`config.mk`:
```
export PLATFORM = sky130hd
export DESIGN_NAME = vram_arbiter_flat
export DESIGN_NICKNAME = d
export VERILOG_FILES = /design/src/rtl/vram_pkg.sv /design/src/rtl/vram_if.sv /design/src/rtl/vram_cpu_port.sv /design/src/rtl/vram_arbiter.sv /design/src/flat_wrapper.sv
export SDC_FILE = /design/constraint.sdc
export NUM_CORES = 1
export LEC_CHECK = 0
export CORE_ASPECT_RATIO = 0.75
export CORE_MARGIN = 2
export CORE_UTILIZATION = 39
export DETAILED_ROUTE_END_ITERATION = 10
export GPL_TIMING_DRIVEN = 0
export PLACE_DENSITY_LB_ADDON = 0.15
export SLEW_MARGIN = 20
export SYNTH_ARGS = -nofsm -noshare
export SYNTH_HDL_FRONTEND = slang
export SYNTH_SLANG_ARGS = --single-unit
```
`constraint.sdc`:
```
create_clock -name clk -period 3.7 [get_ports clk]
set_input_delay 0.37 -clock clk [delete_from_list [all_inputs] [get_ports clk]]
set_output_delay 0.37 -clock clk [all_outputs]
set_load 0.01 [all_outputs]
```
`src/rtl/vram_pkg.sv`:
```
// vram_pkg: shared widths, routing tags and CPU port states for the video RAM arbiter
package vram_pkg;
  localparam int VADDR_W = 13;
  localparam int VDATA_W = 16;
  localparam int QUARTER_TH = 192;
  typedef enum logic [1:0] {TAG_NONE, TAG_DISP, TAG_CPU} tag_t;
  typedef enum logic [1:0] {CPU_IDLE, CPU_ISSUE, CPU_WAIT, CPU_DONE} cpu_st_t;
endpackage

```
`src/rtl/vram_if.sv`:
```
// vram_if: CPU request/response and RAM word port signals
interface vram_if;
  import vram_pkg::*;
  logic cpu_req, cpu_we, cpu_ack, ram_en, ram_we;
  logic [1:0] cpu_be, ram_be;
  logic [VADDR_W-1:0] cpu_addr, ram_addr;
  logic [VDATA_W-1:0] cpu_wdata, cpu_rdata, ram_wdata, ram_rdata;
  modport master (
    output cpu_req, cpu_we, cpu_addr, cpu_be, cpu_wdata, ram_rdata,
    input  cpu_ack, cpu_rdata, ram_en, ram_we, ram_be, ram_addr, ram_wdata
  );
  modport slave (
    input  cpu_req, cpu_we, cpu_addr, cpu_be, cpu_wdata, ram_rdata,
    output cpu_ack, cpu_rdata, ram_en, ram_we, ram_be, ram_addr, ram_wdata
  );
endinterface

```
`src/rtl/vram_cpu_port.sv`:
```
// vram_cpu_port: CPU handshake, exactly one RAM access per held request
module vram_cpu_port
  import vram_pkg::*;
#(
  parameter int RD_LAT = 1
) (
  input  logic clk,
  input  logic rst,
  input  logic req,
  input  logic grant,
  output logic issue,
  output logic ack
);
  localparam logic [1:0] LAST = 2'(RD_LAT - 1);
  cpu_st_t st, st_n;
  logic [1:0] cnt;
  // state register and cycles-since-issue counter
  always_ff @(posedge clk)
    if (rst) begin
      st <= CPU_IDLE;
      cnt <= '0;
    end else begin
      st <= st_n;
      cnt <= (st == CPU_WAIT) ? cnt + 2'd1 : '0;
    end
  // next state: a blocked issue retries, DONE waits for req to drop
  always_comb begin
    st_n = st;
    case (st)
      CPU_IDLE:  st_n = req ? CPU_ISSUE : CPU_IDLE;
      CPU_ISSUE: st_n = grant ? CPU_WAIT : CPU_ISSUE;
      CPU_WAIT:  st_n = (cnt == LAST) ? CPU_DONE : CPU_WAIT;
      default:   st_n = req ? CPU_DONE : CPU_IDLE;
    endcase
  end
  // outputs: issue when granted, ack in the cycle the data returns
  always_comb begin
    issue = st == CPU_ISSUE && grant;
    ack = st == CPU_WAIT && cnt == LAST;
  end
endmodule

```
`src/rtl/vram_arbiter.sv`:
```
// vram_arbiter: shares the video RAM word port between display fetch and CPU
module vram_arbiter
  import vram_pkg::*;
#(
  parameter int RD_LAT = 1,
  parameter int YMAX = 625,
  parameter int FETCH_PH = 4,
  parameter int LOAD_PH = 15,
  parameter int PREFETCH_X = 692,
  parameter int SCROLL_RST = 216
) (
  input  logic               clk,
  input  logic               res,
  input  logic [9:0]         x,
  input  logic [9:0]         y,
  input  logic [7:0]         scroll_i,
  input  logic               quarter_i,
  vram_if.slave              bus,
  output logic [VDATA_W-1:0] data_o,
  output logic               load_o
);
  logic [7:0] scroll_q, line;
  logic [8:0] tl;
  logic [4:0] col;
  logic quarter_q, slot_cur, slot_pre, slot, supp, disp_rd, load;
  logic issue_c, ack_c, cpu_issue, rd_ack;
  logic [VDATA_W-1:0] pend_q, data_q, rdata_q;
  tag_t tag_q [RD_LAT];
  tag_t tag_in, tag_out;
  vram_cpu_port #(.RD_LAT(RD_LAT)) u_cpu (
    .clk(clk), .rst(res), .req(bus.cpu_req), .grant(!disp_rd), .issue(issue_c), .ack(ack_c)
  );
  // display slot decode; tl is the target y halved (line before scroll)
  always_comb begin
    slot_cur = x[3:0] == 4'(FETCH_PH) && !x[9] && x[8:4] != 5'd31;
    slot_pre = x == 10'(PREFETCH_X);
    slot = slot_cur || slot_pre;
    tl = slot_pre ? ((y == 10'(YMAX)) ? 9'd0 : 9'((y + 10'd1) >> 1)) : y[9:1];
    col = slot_pre ? 5'd0 : x[8:4] + 5'd1;
    supp = tl[8] || (quarter_q && tl[7:0] < 8'(QUARTER_TH));
    line = tl[7:0] + scroll_q;
    disp_rd = slot && !supp && !res;
    load = x[3:0] == 4'(LOAD_PH) && !res;
    cpu_issue = issue_c && !res;
    tag_in = disp_rd ? TAG_DISP : cpu_issue ? TAG_CPU : TAG_NONE;
    tag_out = tag_q[RD_LAT-1];
    rd_ack = tag_out == TAG_CPU && !bus.cpu_we && !res;
  end
  // RAM port mux (display wins), CPU response and shifter outputs, all 0 in reset
  always_comb begin
    bus.ram_en = disp_rd || cpu_issue;
    bus.ram_we = cpu_issue && bus.cpu_we;
    bus.ram_be = cpu_issue ? bus.cpu_be : '0;
    bus.ram_addr = disp_rd ? {line, col} : cpu_issue ? bus.cpu_addr : '0;
    bus.ram_wdata = (cpu_issue && bus.cpu_we) ? bus.cpu_wdata : '0;
    bus.cpu_ack = ack_c && !res;
    bus.cpu_rdata = res ? '0 : rd_ack ? bus.ram_rdata : rdata_q;
    data_o = res ? '0 : load ? pend_q : data_q;
    load_o = load;
  end
  // frame-latched scroll/quarter, read tag pipe, display buffer and CPU read hold
  always_ff @(posedge clk)
    if (res) begin
      scroll_q <= 8'(SCROLL_RST);
      quarter_q <= 1'b0;
      pend_q <= '0;
      data_q <= '0;
      rdata_q <= '0;
      for (int i = 0; i < RD_LAT; i++) tag_q[i] <= TAG_NONE;
    end else begin
      if (x == 10'd0 && y == 10'(YMAX)) begin
        scroll_q <= scroll_i;
        quarter_q <= quarter_i;
      end
      tag_q[0] <= tag_in;
      for (int i = 1; i < RD_LAT; i++) tag_q[i] <= tag_q[i-1];
      if (slot && supp) pend_q <= '0;
      else if (tag_out == TAG_DISP) pend_q <= bus.ram_rdata;
      if (load) data_q <= pend_q;
      if (rd_ack) rdata_q <= bus.ram_rdata;
    end
endmodule

```
`src/flat_wrapper.sv`:
```
// flat-port wrapper written by rule: the top's interface ports become plain ports
module vram_arbiter_flat import vram_pkg::*;
#(
  parameter int RD_LAT = 1,
  parameter int YMAX = 625,
  parameter int FETCH_PH = 4,
  parameter int LOAD_PH = 15,
  parameter int PREFETCH_X = 692,
  parameter int SCROLL_RST = 216
)
  (clk, res, x, y, scroll_i, quarter_i, data_o, load_o, bus_cpu_req, bus_cpu_we, bus_cpu_addr, bus_cpu_be, bus_cpu_wdata, bus_ram_rdata, bus_cpu_ack, bus_cpu_rdata, bus_ram_en, bus_ram_we, bus_ram_be, bus_ram_addr, bus_ram_wdata);
  vram_if bus_i ();
  input  logic clk;
  input  logic res;
  input  logic [9:0] x;
  input  logic [9:0] y;
  input  logic [7:0] scroll_i;
  input  logic quarter_i;
  output logic [VDATA_W-1:0] data_o;
  output logic load_o;
  input wire logic [$bits(bus_i.cpu_req)-1:0] bus_cpu_req;
  input wire logic [$bits(bus_i.cpu_we)-1:0] bus_cpu_we;
  input wire logic [$bits(bus_i.cpu_addr)-1:0] bus_cpu_addr;
  input wire logic [$bits(bus_i.cpu_be)-1:0] bus_cpu_be;
  input wire logic [$bits(bus_i.cpu_wdata)-1:0] bus_cpu_wdata;
  input wire logic [$bits(bus_i.ram_rdata)-1:0] bus_ram_rdata;
  output wire logic [$bits(bus_i.cpu_ack)-1:0] bus_cpu_ack;
  output wire logic [$bits(bus_i.cpu_rdata)-1:0] bus_cpu_rdata;
  output wire logic [$bits(bus_i.ram_en)-1:0] bus_ram_en;
  output wire logic [$bits(bus_i.ram_we)-1:0] bus_ram_we;
  output wire logic [$bits(bus_i.ram_be)-1:0] bus_ram_be;
  output wire logic [$bits(bus_i.ram_addr)-1:0] bus_ram_addr;
  output wire logic [$bits(bus_i.ram_wdata)-1:0] bus_ram_wdata;
  assign bus_i.cpu_req = bus_cpu_req;
  assign bus_i.cpu_we = bus_cpu_we;
  assign bus_i.cpu_addr = bus_cpu_addr;
  assign bus_i.cpu_be = bus_cpu_be;
  assign bus_i.cpu_wdata = bus_cpu_wdata;
  assign bus_i.ram_rdata = bus_ram_rdata;
  assign bus_cpu_ack = bus_i.cpu_ack;
  assign bus_cpu_rdata = bus_i.cpu_rdata;
  assign bus_ram_en = bus_i.ram_en;
  assign bus_ram_we = bus_i.ram_we;
  assign bus_ram_be = bus_i.ram_be;
  assign bus_ram_addr = bus_i.ram_addr;
  assign bus_ram_wdata = bus_i.ram_wdata;
  vram_arbiter #(.RD_LAT(RD_LAT), .YMAX(YMAX), .FETCH_PH(FETCH_PH), .LOAD_PH(LOAD_PH), .PREFETCH_X(PREFETCH_X), .SCROLL_RST(SCROLL_RST)) u_core (.clk(clk), .res(res), .x(x), .y(y), .scroll_i(scroll_i), .quarter_i(quarter_i), .bus(bus_i), .data_o(data_o), .load_o(load_o));
endmodule
```
# After elaboration in Yosys (flattened, before gate mapping)
# Memory sizes are Yosys's and may differ from the RTL's.
# Index checks and enable logic that the tools add are counted.
[word_totals]
out_inout_bits = 67
reg_bits = 61
mem_bits_rw = 2
word_cells = 75
memories = 1
input_bits = 80
[classes]
reduce_logical = 29
add_sub_neg = 4
eq_ne = 9
bitwise = 1
muxes = 23
n_lt_le_gt_ge = 1
[memory_table]
columns = ["name", "depth", "word_bits", "rd", "rd_ports_with_merged_regs", "write_ports", "line_no", "text"]
rows = [
  ["u_core.tag_q", 1, 2, 1, 0, 1, "vram_arbiter.sv:28", "tag_t tag_q [RD_LAT];"],
]
[ops]
columns = ["cell", "n"]
rows = [
  ["2-to-1 mux 16 bit", 5],
  ["2-to-1 mux 13 bit", 2],
  ["equality test 10 bit, second input constant", 2],
  ["2-to-1 mux 9 bit", 2],
  ["logical AND 1 bit", 15],
  ["2-to-1 mux 2 bit", 6],
  ["adder 10 x 1 -> 10 bit, second input constant", 1],
  ["zero test 10 bit", 1],
  ["adder 8 bit", 1],
  ["< comparator 8 bit, second input constant", 1],
  ["2-to-1 mux 1 bit", 6],
  ["case mux 2 bit (3 select lines)", 1],
  ["OR reduction 2 bit", 3],
  ["adder 5 x 1 -> 5 bit, second input constant", 1],
  ["zero test 1 bit", 5],
  ["2-to-1 mux 5 bit", 1],
  ["!= test 5 bit, second input constant", 1],
  ["equality test 2 x 1 -> 1 bit, second input constant", 2],
  ["equality test 2 bit, second input constant", 2],
  ["equality test 4 x 3 -> 1 bit, second input constant", 1],
  ["equality test 4 bit, second input constant", 1],
  ["zero test 2 bit", 2],
  ["logical OR 1 bit", 3],
  ["adder 2 x 1 -> 2 bit, second input constant", 1],
  ["inverter 1 bit", 1],
]

# Depth between registers and ports, before layout
[depth]
depth_word = 15
ltp_mapped = 14
ltp_nobuf = 14

# Cells and area by module
# From an unflattened synthesis, not the netlist that was laid out.
[hier_totals]
cells_unflattened = 444
hier_area_um2 = 3503.4
[modules_own_cells]
columns = ["module", "n_inst", "cells_each", "area_each_um2", "seq_area_each_um2"]
rows = [
  ["vram_arbiter", 1, 422, 3283.1, 1181.1],
  ["vram_cpu_port", 1, 22, 220.2, 80.1],
]

# Least setup slack after synthesis
# No wires, ideal clock.
[synth_timing]
path_kind = "input -> output"
start = "input x[6]"
end = "output bus_ram_addr[12]"
path_buffers = 0
path_stages = 12
setup_slack_ns = 0.085
t_arrival_ns = 3.245
required_ns = 3.330
cell_sequence = "or3b_2 > or2_2 > nor2_1 > o21ai_0 > o21ai_0 > ha_1 > a21o_1 > a21oi_1 > o21ai_0 > o41ai_1 > xnor2_1 > mux2i_1"
[synth_via]
elab_chain_len = 13
word_cells_on_any_way = 17
cone_classes = "1 x add/sub; 1 x order compare; 2 x eq/ne; 3 x mux; 10 x reduce/logical"
[synth_rtl]
columns = ["item", "line_no", "text"]
rows = [
  ["start, declared", "flat_wrapper.sv:15", "input logic [9:0] x;"],
  ["equality test 10 bit", "vram_arbiter.sv:36", "slot_pre = x == 10'(PREFETCH_X);"],
  ["2-to-1 mux 9 bit", "vram_arbiter.sv:38", "tl = slot_pre ? ((y == 10'(YMAX)) ? 9'd0 : 9'((y + 10'd1) >> 1)) : y[9:1];"],
  ["< comparator 8 bit", "vram_arbiter.sv:40", "supp = tl[8] || (quarter_q && tl[7:0] < 8'(QUARTER_TH));"],
  ["logical AND 1 bit", "vram_arbiter.sv:40", ""],
  ["logical OR 1 bit", "vram_arbiter.sv:40", ""],
  ["zero test 1 bit", "vram_arbiter.sv:42", "disp_rd = slot && !supp && !res;"],
  ["logical AND 1 bit (2 in series)", "vram_arbiter.sv:42", ""],
  ["zero test 1 bit", "vram_arbiter.sv:31", ".clk(clk), .rst(res), .req(bus.cpu_req), .grant(!disp_rd), .issue(issue_c), .ack(ack_c)"],
  ["logical AND 1 bit", "vram_cpu_port.sv:38", "issue = st == CPU_ISSUE && grant;"],
  ["logical AND 1 bit", "vram_arbiter.sv:44", "cpu_issue = issue_c && !res;"],
  ["2-to-1 mux 13 bit", "vram_arbiter.sv:54", "bus.ram_addr = disp_rd ? {line, col} : cpu_issue ? bus.cpu_addr : '0;"],
  ["2-to-1 mux 13 bit (*)", "vram_arbiter.sv:54", ""],
  ["end, declared", "flat_wrapper.sv:32", "output wire logic [$bits(bus_i.ram_addr)-1:0] bus_ram_addr;"],
]
# Every way passes the cells marked *; elsewhere a longest branch is shown, timed or not.

# Worst setup path after layout
[layout_timing]
start = "input x[8]"
end = "output bus_ram_addr[11]"
# The elaborated chain is that of the path after synthesis.

==> flow_metrics.py <==
metrics = {
    "synth": {
        "synth_area_um2": 3438,
        "syn_area_per_cell_um2": 8.366,
        "ys_ff_latch": 63,
        "ys_async_sr_fraction_pct": 0,
        "synth_edf_count": 0,
        "syn-num-nets": 505,
        "yosys_most_used_dff": "sky130_fd_sc_hd__dfxtp_1",
        "yosysSeqAreaShare_pct": 36.68,
        "yosys.cell_types.count": 52,
        "instance_count_of_the_mapped_netlist": 411,
        "yosys_warnings": 0,
    },
    "critical_path": {
        "crit_required_ns": 3.33,
        "critical-path-slowest-cell": "sky130_fd_sc_hd__or3b_4",
        "worstSetupPathType": "in2out",
        "timing.critical_path.arrival_ns": 3.23,
        "cell_family_with_the_largest_share_of_critical_path_delay": "simple AND/OR/NAND/NOR gates",
        "worst-r2r-cell-count": 5,
        "critical-path-top-cell-by-count": "sky130_fd_sc_hd__a21oi_2",
        "worst_path_bufs_invs": 3,
        "worst_r2r_endpoint": "u_core.pend_q[4]",
        "timing.critical_path.fanout_max": 4,
        "regToRegStartpoint": "u_core.tag_q[0][1]",
        "cp-end-kind": "primary output",
        "max_stage_delay_ns": 0.40,
        "setup.worst_path.start_class": "primary input",
        "path_cells": "dlygate4sd2_1 > or3b_4 > or2_4 > nor2_4 > buf_4 > o22ai_1 > ha_2 > fa_2 > a21o_1 > a21oi_2 > o21bai_1 > a21oi_2 > xor2_1 > mux2i_1 > buf_2",
        "rrSetupSlack_ns": 1.76,
    },
    "placement": {
        "dp_hpwl_mm": 7.903,
        "gp_congestion": 0.8321,
        "dpl_cell_area_um2": 5035,
        "buffer_ports.inserted": 146,
        "post-place-ws_ns": -1.434,
    },
    "global_route": {
        "grtUsageTotal_pct": 21.09,
        "first_global_vias": 3414,
        "grt_start_max_net_pins": 11,
        "global_route.overflow_total": 0,
        "grt_antenna_before_repair": 0,
        "grt_first_pass_wirelength_mm": 16.44,
    },
    "power_and_ir_drop": {
        "total_power_mw": 1.786,
        "cellPowerDensity_nw_per_um2": 315.5,
        "irDropWorstVdd_mv": 0.3030,
        "power.leakage_nw": 2.437,
    },
    "die": {
        "design.portCount": 147,
        "floorplan_die_height_um": 85.32,
        "placementRows": 29,
        "start_util_pct": 40.32,
        "die-area_um2": 9591,
        "dieWidth_um": 112.4,
        "core_um2": 8527,
    },
    "cts": {
        "htree_num_levels": 3,
        "cts.reportedPaths.clkPinSlew_ns": 0.05,
        "tritoncts": "built",
        "clk_latency_ns": 0.32,
        "cts-root-buf": "sky130_fd_sc_hd__clkbuf_16",
        "tritoncts.num_buffers": 9,
        "tritoncts_num_sinks": 63,
        "clock_tree.buffer_depth": 2,
    },
    "hold_path": {
        "timing.hold.worst_path_depth": 1,
        "min-delay-start": "u_core.u_cpu.cnt[0]",
        "worstHoldPathType": "reg2reg",
        "whs_endpoint": "u_core.u_cpu.cnt[0]",
    },
    "sta": {
        "worst-slew-pin-transition_ns": 0.7417,
        "fmaxAchievable_mhz": 277.9,
        "finalSetupViolCount": 0,
        "timing.max_slew.rel_slack_pct": 50.55,
        "finalWorstPathRequiredPeriod_ns": 3.598,
        "fin_worst_skew_ns": 0.008238,
        "layout_worst_path_cycle_share_pct": 97.25,
        "hold_viol_final": 0,
        "maxSlewViolCount": 0,
        "final.setup.worst_slack_ns": 0.1019,
    },
    "layout": {
        "post_layout_net_count": 683,
        "synthToLayoutAreaGrowth_pct": 64.70,
        "drive_gt1_share_pct": 13.66,
        "antenna-diode-count": 0,
        "layout.cells.most_common_list": "sky130_fd_sc_hd__clkdlybuf4s50_1 (100), sky130_fd_sc_hd__nand2_1 (73), sky130_fd_sc_hd__dfxtp_1 (63), sky130_fd_sc_hd__mux2i_1 (32), sky130_fd_sc_hd__dlygate4sd2_1 (27)",
        "layout.cells.most_common": "sky130_fd_sc_hd__clkdlybuf4s50_1",
        "final_cell_area_um2": 5663,
    },
    "detailed_routing": {
        "vias": 3614,
        "dr.first_iter.drc_count": 113,
        "antenna_violating_nets_post_route": 0,
        "detail_route.drc_violations": 0,
        "drt_wl_total_mm": 10.61,
        "drt-pass1-iter-count": 4,
        "route.detailed.wl_per_inst_um": 15.14,
        "viasPerCell": 5.155,
    },
    "job": {
        "maxCapViolCount": 0,
    },
    "status": {
        "run_status": "completed",
    },
}
[per-layer routing]
layer / vias to the layer above / part of all wire [%] / GRT usage [%]
met1: 1700 / 46 / 28.88
met4: 0 / 0.52 / 3.326
met5: - / 0 / 0
met3: 7 / 6.2 / 5.286
li1: 1794 / - / -
met2: 113 / 47 / 34.50
[state kept, by name, summed over array words and instances (netlist names)]
signal	cells
u_core.tag_q	2
u_core.quarter_q	1
u_core.pend_q	16
u_core.u_cpu.cnt	2
u_core.u_cpu.st	2
u_core.data_q	16
u_core.scroll_q	8
u_core.rdata_q	16
[stage by stage]
| stage | utilization [%] | TNS (ns) | instances | hold WS, ns |
|---|---|---|---|---|
| floorplan | - | 0 | 411 | 0.3981 |
| global placement | 59.05 | -12.29 | 665 | 0.4070 |
| detailed placement | 59.05 | -13.95 | 665 | 0.4105 |
| CTS | 64.31 | -0.2113 | 694 | 0.4248 |
| global route | 66.41 | -0.04244 | 701 | 0.4432 |
| finish | 66.41 | 0 | 701 | 0.4213 |
[synth_stat cells (4+ instances only)]
cell	instances	area (um^2)
sky130_fd_sc_hd__inv_1	8	30.03
sky130_fd_sc_hd__a21oi_1	23	115.1
sky130_fd_sc_hd__xor2_1	4	35.03
sky130_fd_sc_hd__nor2_1	12	45.04
sky130_fd_sc_hd__a211o_1	4	35.03
sky130_fd_sc_hd__nand2b_1	20	125.1
sky130_fd_sc_hd__clkbuf_1	16	60.06
sky130_fd_sc_hd__mux2i_1	33	330.3
sky130_fd_sc_hd__nor2b_1	5	31.28
sky130_fd_sc_hd__nor3_1	20	100.1
sky130_fd_sc_hd__ha_1	13	162.7
sky130_fd_sc_hd__o21ai_0	26	130.1
sky130_fd_sc_hd__dfxtp_1	63	1261
sky130_fd_sc_hd__nand4_1	5	31.28
sky130_fd_sc_hd__and3_1	18	112.6
sky130_fd_sc_hd__nand2_1	75	281.5
sky130_fd_sc_hd__nand3_1	6	30.03
sky130_fd_sc_hd__xnor2_1	8	70.07
[how the worst max path moves through the flow]
stage / startpoint / end / slack [ns] / cells past startpoint
6_report: x[8] / bus_ram_addr[11] / 0.10 / 15
5_1_grt: x[8] / bus_ram_addr[11] / -0.04 / 16
4_1_cts: x[3] / bus_ram_addr[12] / -0.07 / 13
3_5_place_dp: x[6] / bus_ram_addr[12] / -1.43 / 14
3_3_place_gp: x[6] / bus_ram_addr[12] / -1.40 / 14
2_1_floorplan: x[6] / bus_ram_addr[12] / 0.08 / 12
[worst register-to-register path, cell delays in order (launching register included)]
cell and delay [ns]:
sky130_fd_sc_hd__dfxtp_1 0.31, sky130_fd_sc_hd__nand2b_1 0.09, sky130_fd_sc_hd__clkbuf_1 0.42, sky130_fd_sc_hd__clkbuf_1 0.63
sky130_fd_sc_hd__mux2i_1 0.29, sky130_fd_sc_hd__nor3_1 0.07
[final cells by class]
type                    count  area (um^2)
repair buffers            168         1617
clock buffers              12        256.5
inverters                   9        33.78
flip-flops and latches     63         1261
well taps                 108        135.1
multi-input cells         315         2196
plain buffers              23        121.4
clock inverters             3        42.54
fillers                   725         2864
[cells by family after synthesis]
group	count (synthesis)	synth area share (%)
AOI/OAI and AO/OA	73	12.85
xor gates and xnor gates	12	3.057
adders and majority gates	14	5.313
buffers and inverters	33	4.621
DFF	63	36.68
muxes	33	9.607
and+or+nand+nor	183	27.88
[power by group]
| group | internal [mW] | switching [mW] |
|---|---|---|
| clock network | 0.552 | 0.278 |
| registers | 0.688 | 0.00593 |
| logic | 0.147 | 0.115 |
| total | 1.39 | 0.399 |
[timing repair]
action,4_1_cts,5_1_grt
pin swaps,19,25
endpoints found under the hold margin,0,0
setup endpoints to repair,33,31
hold buffers,0,0
gates resized for setup,68,34
buffers inserted,14,8
No activity file was read; power rests on OpenSTA's default activity.
